`src/rtl/logic_gate_sequencer.sv`:
```
// Self-test sequencer for a LogicGates block: steps A/B through 00..11, settles, checks outputs against a golden table.
// Optional build macro GATESEQ_STOP_ON_FAIL_EN ends the run at the first mismatching vector.
module logic_gate_sequencer #(
  parameter int unsigned SETTLE_CYCLES = 4,
  parameter int unsigned CNT_W         = 8
) (
  input  logic             clk,
  input  logic             rst,
  input  logic             start,
  input  logic [7:0]       gate_out,
  output logic             a,
  output logic             b,
  output logic             busy,
  output logic             done,
  output logic             pass,
  output logic [3:0]       err_mask,
  output logic [7:0]       fail_gates
);

  localparam int unsigned GATE_W = 8;
  localparam int unsigned IDX_W  = 2;
  localparam logic [CNT_W-1:0] CNT_LAST = CNT_W'(SETTLE_CYCLES - 1);

`ifdef GATESEQ_STOP_ON_FAIL_EN
  localparam bit STOP_ON_FAIL = 1'b1;
`else
  localparam bit STOP_ON_FAIL = 1'b0;
`endif

  typedef enum logic [1:0] {
    IDLE   = 2'd0,
    SETTLE = 2'd1,
    CHECK  = 2'd2,
    DONE   = 2'd3
  } state_t;

  state_t              state_q, state_d;
  logic [IDX_W-1:0]    idx_q, idx_d;
  logic [IDX_W-1:0]    ab_q, ab_d;
  logic [CNT_W-1:0]    cnt_q, cnt_d;
  logic                busy_q, busy_d;
  logic                done_q, done_d;
  logic                pass_q, pass_d;
  logic [3:0]          err_mask_q, err_mask_d;
  logic [GATE_W-1:0]   fail_gates_q, fail_gates_d;

  logic [GATE_W-1:0]   mism;
  logic                last_vec;

  // Expected {Xnor,Xor,Nor,Or,Nand,And,Not,Buf} for {a,b} = i
  function automatic logic [GATE_W-1:0] golden(input logic [IDX_W-1:0] i);
    case (i)
      2'd0:    golden = 8'hAA;
      2'd1:    golden = 8'h5A;
      2'd2:    golden = 8'h59;
      default: golden = 8'h95;
    endcase
  endfunction

  assign mism     = gate_out ^ golden(idx_q);
  assign last_vec = (idx_q == IDX_W'(3)) || (STOP_ON_FAIL && (mism != '0));

  // State register
  always_ff @(posedge clk) begin
    if (rst) state_q <= IDLE;
    else     state_q <= state_d;
  end

  // Next-state logic
  always_comb begin
    state_d = state_q;
    case (state_q)
      IDLE:    if (start) state_d = SETTLE;
      SETTLE:  if (cnt_q == CNT_LAST) state_d = CHECK;
      CHECK:   state_d = last_vec ? DONE : SETTLE;
      DONE:    state_d = IDLE;
      default: state_d = IDLE;
    endcase
  end

  // Datapath and registered-output next values
  always_comb begin
    idx_d        = idx_q;
    ab_d         = ab_q;
    cnt_d        = cnt_q;
    busy_d       = busy_q;
    done_d       = 1'b0;
    pass_d       = pass_q;
    err_mask_d   = err_mask_q;
    fail_gates_d = fail_gates_q;
    case (state_q)
      IDLE: begin
        if (start) begin
          idx_d        = '0;
          ab_d         = '0;
          cnt_d        = '0;
          err_mask_d   = '0;
          fail_gates_d = '0;
          pass_d       = 1'b0;
          busy_d       = 1'b1;
        end
      end
      SETTLE: cnt_d = cnt_q + CNT_W'(1);
      CHECK: begin
        fail_gates_d          = fail_gates_q | mism;
        err_mask_d[idx_q]     = |mism;
        if (last_vec) begin
          // busy drops as done rises; pass reflects the final mask
          busy_d = 1'b0;
          done_d = 1'b1;
          pass_d = (err_mask_d == 4'b0000);
        end else begin
          idx_d = idx_q + IDX_W'(1);
          ab_d  = idx_q + IDX_W'(1);
          cnt_d = '0;
        end
      end
      default: ;
    endcase
  end

  // Datapath and output registers
  always_ff @(posedge clk) begin
    if (rst) begin
      idx_q        <= '0;
      ab_q         <= '0;
      cnt_q        <= '0;
      busy_q       <= 1'b0;
      done_q       <= 1'b0;
      pass_q       <= 1'b0;
      err_mask_q   <= '0;
      fail_gates_q <= '0;
    end else begin
      idx_q        <= idx_d;
      ab_q         <= ab_d;
      cnt_q        <= cnt_d;
      busy_q       <= busy_d;
      done_q       <= done_d;
      pass_q       <= pass_d;
      err_mask_q   <= err_mask_d;
      fail_gates_q <= fail_gates_d;
    end
  end

  assign a          = ab_q[1];
  assign b          = ab_q[0];
  assign busy       = busy_q;
  assign done       = done_q;
  assign pass       = pass_q;
  assign err_mask   = err_mask_q;
  assign fail_gates = fail_gates_q;

endmodule

```
`config.mk`:
```
export PLATFORM = sky130hd
export DESIGN_NAME = logic_gate_sequencer
export DESIGN_NICKNAME = d
export VERILOG_FILES = /design/src/rtl/logic_gate_sequencer.sv
export SDC_FILE = /design/constraint.sdc
export NUM_CORES = 1
export LEC_CHECK = 0
export ABC_AREA = 1
export CORE_MARGIN = 2
export CORE_UTILIZATION = 30
export CTS_CLUSTER_DIAMETER = 40
export DETAILED_ROUTE_END_ITERATION = 10
export PLACE_DENSITY_LB_ADDON = 0.08
export SLEW_MARGIN = 10
export SYNTH_ARGS = -nofsm -noshare
export SYNTH_HDL_FRONTEND = slang
export SYNTH_SLANG_ARGS = --single-unit
```
`constraint.sdc`:
```
create_clock -name clk -period 2.1 [get_ports clk]
set_clock_uncertainty 0.2 [all_clocks]
set_input_delay 0.42 -clock clk [delete_from_list [all_inputs] [get_ports clk]]
set_output_delay 0.42 -clock clk [all_outputs]
set_load 0.005 [all_outputs]
```
### Yosys cells after proc, flatten, opt, wreduce, memory -nomap -nowiden

Index checks and enable logic that the tools add are counted.
Widths: inputs -> output; s select.

* word-level logic and storage cells: 63
* flip-flop bits (word level): 27
* input port bits: 11

* reductions and logical operators: 13
* multiplexer cells: 24
* bitwise operators: 3
* $add $sub $neg: 2
* equal/unequal tests: 11
* $lt $le $gt $ge: 2

Operators with widths (number)
* $pmux 8 s3: 2
* $mux 8: 2
* $pmux 8 s2: 1
* $mux 2: 5
* $reduce_and 3->1: 3
* $add 8x1->8 const B: 1
* $eq 2x2->1 const B: 4
* $eq 8x2->1 const B: 1
* $ne 2x2->1 const B: 4
* $or 8x8->8: 1
* $pmux 2 s4: 1
* $pmux 4 s2: 1
* $reduce_or 8->1: 1
* $xor 8x8->8: 1
* $mux 1: 6
* $bwmux 4: 1
* $eq 2x1->1 const B: 2
* $logic_not 2->1: 2
* $logic_not 4->1: 1
* $mux 4: 1
* $pmux 1 s2: 2
* $pmux 2 s2: 1
* $reduce_and 2->1: 2
* $lt 2x3->1 const B: 1
* 8 further kinds: 8

### Longest topological paths before layout

* word-level depth: 8
* depth in mapped cells: 11
* depth with buffers taken out: 11

### Worst setup path before layout

Ideal clock, no wire load.

* kind: reg-to-reg
* from: register ab_q[1] (netlist name)
* to: register err_mask_q[0] (netlist: err_mask[0])
* cell stages (with the launch flop): 11
* arrival time: 1.476 ns
* path slack: 0.292 ns
* library setup time: 0.132 ns
* cell sequence: dfxtp_1 -> inv_1 -> ha_1 -> inv_1 -> nand2_1 -> nand2_1 -> nand2_1 -> nor2_1 -> nand4_1 -> nand3_1 -> a21oi_1

RTL lines
* end signal, assigned: RTL line 140 `err_mask_q <= err_mask_d;`
* end, declared: RTL line 44 `logic [3:0] err_mask_q, err_mask_d;`

==> impl_results.md <==
* Status: finished, final reports clean
* Total Wirelength at 3.29 mm
* Static Leak at between 0.8 and 0.9 nW
* Routed wire per std cell at 11.2 microns
* Initial Utilization at 0.308
* Synth Net Count at around 220
* Fin nets at 259
* Commonest cells after routing, fill and taps aside: 45 x nand2_1, 32 x inv_1, 27 x dfxtp_1, 27 x clkdlybuf4s50_1, 26 x nor2_1
* P&R area growth vs syn at 29.7%
* Top cell type by total area after synthesis: dfxtp_1
* Sequential share of the synthesized area at 0.376
* Post-Syn Instances at just over 200
* Post-route cell area at between 1500 and 2000 sq um
* CTS Buffer Depth at 2
* Tightest Pin Transition at 0.233 ns
* Initial DRC count at 65
* Crit path from: ab_q[1]
* Synth top area cells: dfxtp_1 38%, nand2_1 12%, inv_1 8.4%
* Hold path start: busy
* Vias/cell at about 4.4
* Pwr dens at roughly 560 nW/um^2
* Minimum clock period at 1.90 ns
* CP Max Fanout at 4
* Net switching power at 0.302 mW
* Final period utilization at 0.903
* N_diodes at 0
* Final HPWL from detailed placement at between 2 and 3 mm
* Worst R2R Start: ab_q[1]
* Clock root cell: clkbuf_8
* Final setup TNS at 0 ns
* Routed vias at around 1.3k
* Seq pwr share at 0.516
* Skew-Pair Late Insertion Delay at 0.28 ns
* Cell Area, Placed at 1810 sq um
* Clock buffer count from CTS at 3
* Cell Area, Synth at 1440 sq um
* Max-cap violations at 0
* Pin count of the biggest net entering global routing at 16
* Commonest non-fill, non-tap cell in the layout: nand2_1
* Post-CTS Setup Bufs at 0
* Clk sinks at 27
* Clock Power Share at 0.298
* Number of global-route vias before repair at 1,211
* Comb pwr share at 0.186
* Worst relative slew slack at 0.843
* EDFF count, synth at 0
* Post-route ant nets at 0
* Switch share at 0.288
* TritonCTS clock tree: built
* Final setup fails at 0
* Initial antenna violation count at 0
* H-tree depth at 1
* Slew Viols, Final at 0
* Chip height at roughly 73 microns
* Pint at 0.748 mW
* Num ports at 28
* Critical path class: flop to flop
* Synth Flop Type: dfxtp_1
* Synth unique cells at 29
* Core ar. at around 4700 sq um
* Post-Place Cells at 290
* First drt pass iteration count at 4
* WP data arrival at roughly 1.9 ns
* Gpl congestion at 0.773
* Final Hold Vio Count at 0
* Peak Freq at 0.528 GHz
* Dpl ws at 0.0310 ns
* Maximum vdd drop at ~280 uV
* Ratio of cells with drive above 1 in the final layout at 0.113
* Yosys warnings at 0
* Buffers on Ports at 27
* WHS at 0.268 ns
* Core Util, Final at 0.400
* Die Area at 5360 sq um
* Synth Register Bits at 27
* GRT Total Usage at 0.134
* Clock transition at the registers of the reported paths at ~0.1 ns
* Rows at 25
* WP data required at about 2.1 ns
* Post-Layout Cell Count at between 200 and 300
* DRC viols at 0
* Hold Path Class: flop to flop
* Power, Total at 1.05 mW
* Setup crit start kind: flop
* Syn avg cell area at 7.05 sq um
* RSZ-0062 raised after global routing: false
* Fillers at 484
* Crit end category: flop
* Slack of the critical path at 0.204 ns
* Grt total ovfl at 0
* First-pass GRT wire length at roughly 5.5 mm
* Async SR Flop Fraction at 0
* Area share of the largest cell type after synthesis at 0.376
* Die Wd at 73.2 microns
-- path summary, 6_finish.rpt --
path	slack [ns]	cells past startpoint	endpoint
worst max-delay path	0.20	11	pass
worst min-delay path	0.27	2	busy
worst max register to register	0.20	11	pass
worst min register to register	0.27	2	busy
-- flip-flops by register name, indices dropped and copies added (netlist names) --
name	flops
done	1
err_mask	4
state_q	2
busy	1
ab_q	2
fail_gates	8
pass	1
cnt_q	8
-- layer usage --
| metal | vias up | GRT usage | wire length, microns |
|---|---|---|---|
| li1 | 728 | - | - |
| met1 | 553 | 0.179 | 1630 |
| met2 | 20 | 0.215 | 1480 |
| met3 | 4 | 0.0304 | 141 |
| met4 | 0 | 0.0370 | 34 |
| met5 | - | 0 | 0 |
-- area by class of cell --
cell class	instances	area, sq um	area share
clock buffers	3	41.3	0.0221
flip-flops and latches	27	541	0.290
clock inverters	1	5.00	0.00268
well taps	54	67.6	0.0362
multi-input cells	140	756	0.405
repair buffers	34	323	0.173
inverters	35	131	0.0705
-- power groups by stage --
stage | clock network (mW) | logic, mW | registers (mW)
after floorplan | 0 | 0.116 | 0.554
after global placement | 0 | 0.198 | 0.555
after detailed placement | 0 | 0.196 | 0.555
after CTS | 0.332 | 0.197 | 0.543
after global routing | 0.352 | 0.224 | 0.546
final | 0.313 | 0.195 | 0.543
-- kinds of logic (layout without fill, tap and decap cells) --
logic type,after synthesis,count (layout),synth area share
flops,27,27,0.376
xor+xnor,2,2,0.0122
simple gates,101,101,0.323
compound gates,30,30,0.126
fa+ha+maj,7,7,0.0609
buf+inv,37,73,0.102
-- cells in the mapped netlist, types with 3 or more instances --
| cell | number |
|---|---|
| nand2_1 | 45 |
| inv_1 | 32 |
| nor2_1 | 28 |
| dfxtp_1 | 27 |
| a21oi_1 | 14 |
| nand3_1 | 10 |
| ha_1 | 7 |
| nand4_1 | 5 |
| a31oi_1 | 4 |
| o21ai_0 | 4 |
| inv_2 | 3 |
| nor3_1 | 3 |
-- worst max-delay path: stages, from the launching register on --
cell and delay (ns):
dfxtp_1 0.40, inv_1 0.10, ha_1 0.35, inv_1 0.09
nand2_1 0.07, nand2_1 0.08, nand2_1 0.06, nor2_2 0.15
nand3_1 0.13, nor2_1 0.10, nand3_1 0.08, nand2_1 0.05
-- what timing repair did --
item,in CTS,in global routing
setup endpoints to repair,0,5
hold buffers,0,0
gates resized for setup,0,2
Note: power is estimated with default switching activity, not from simulation.
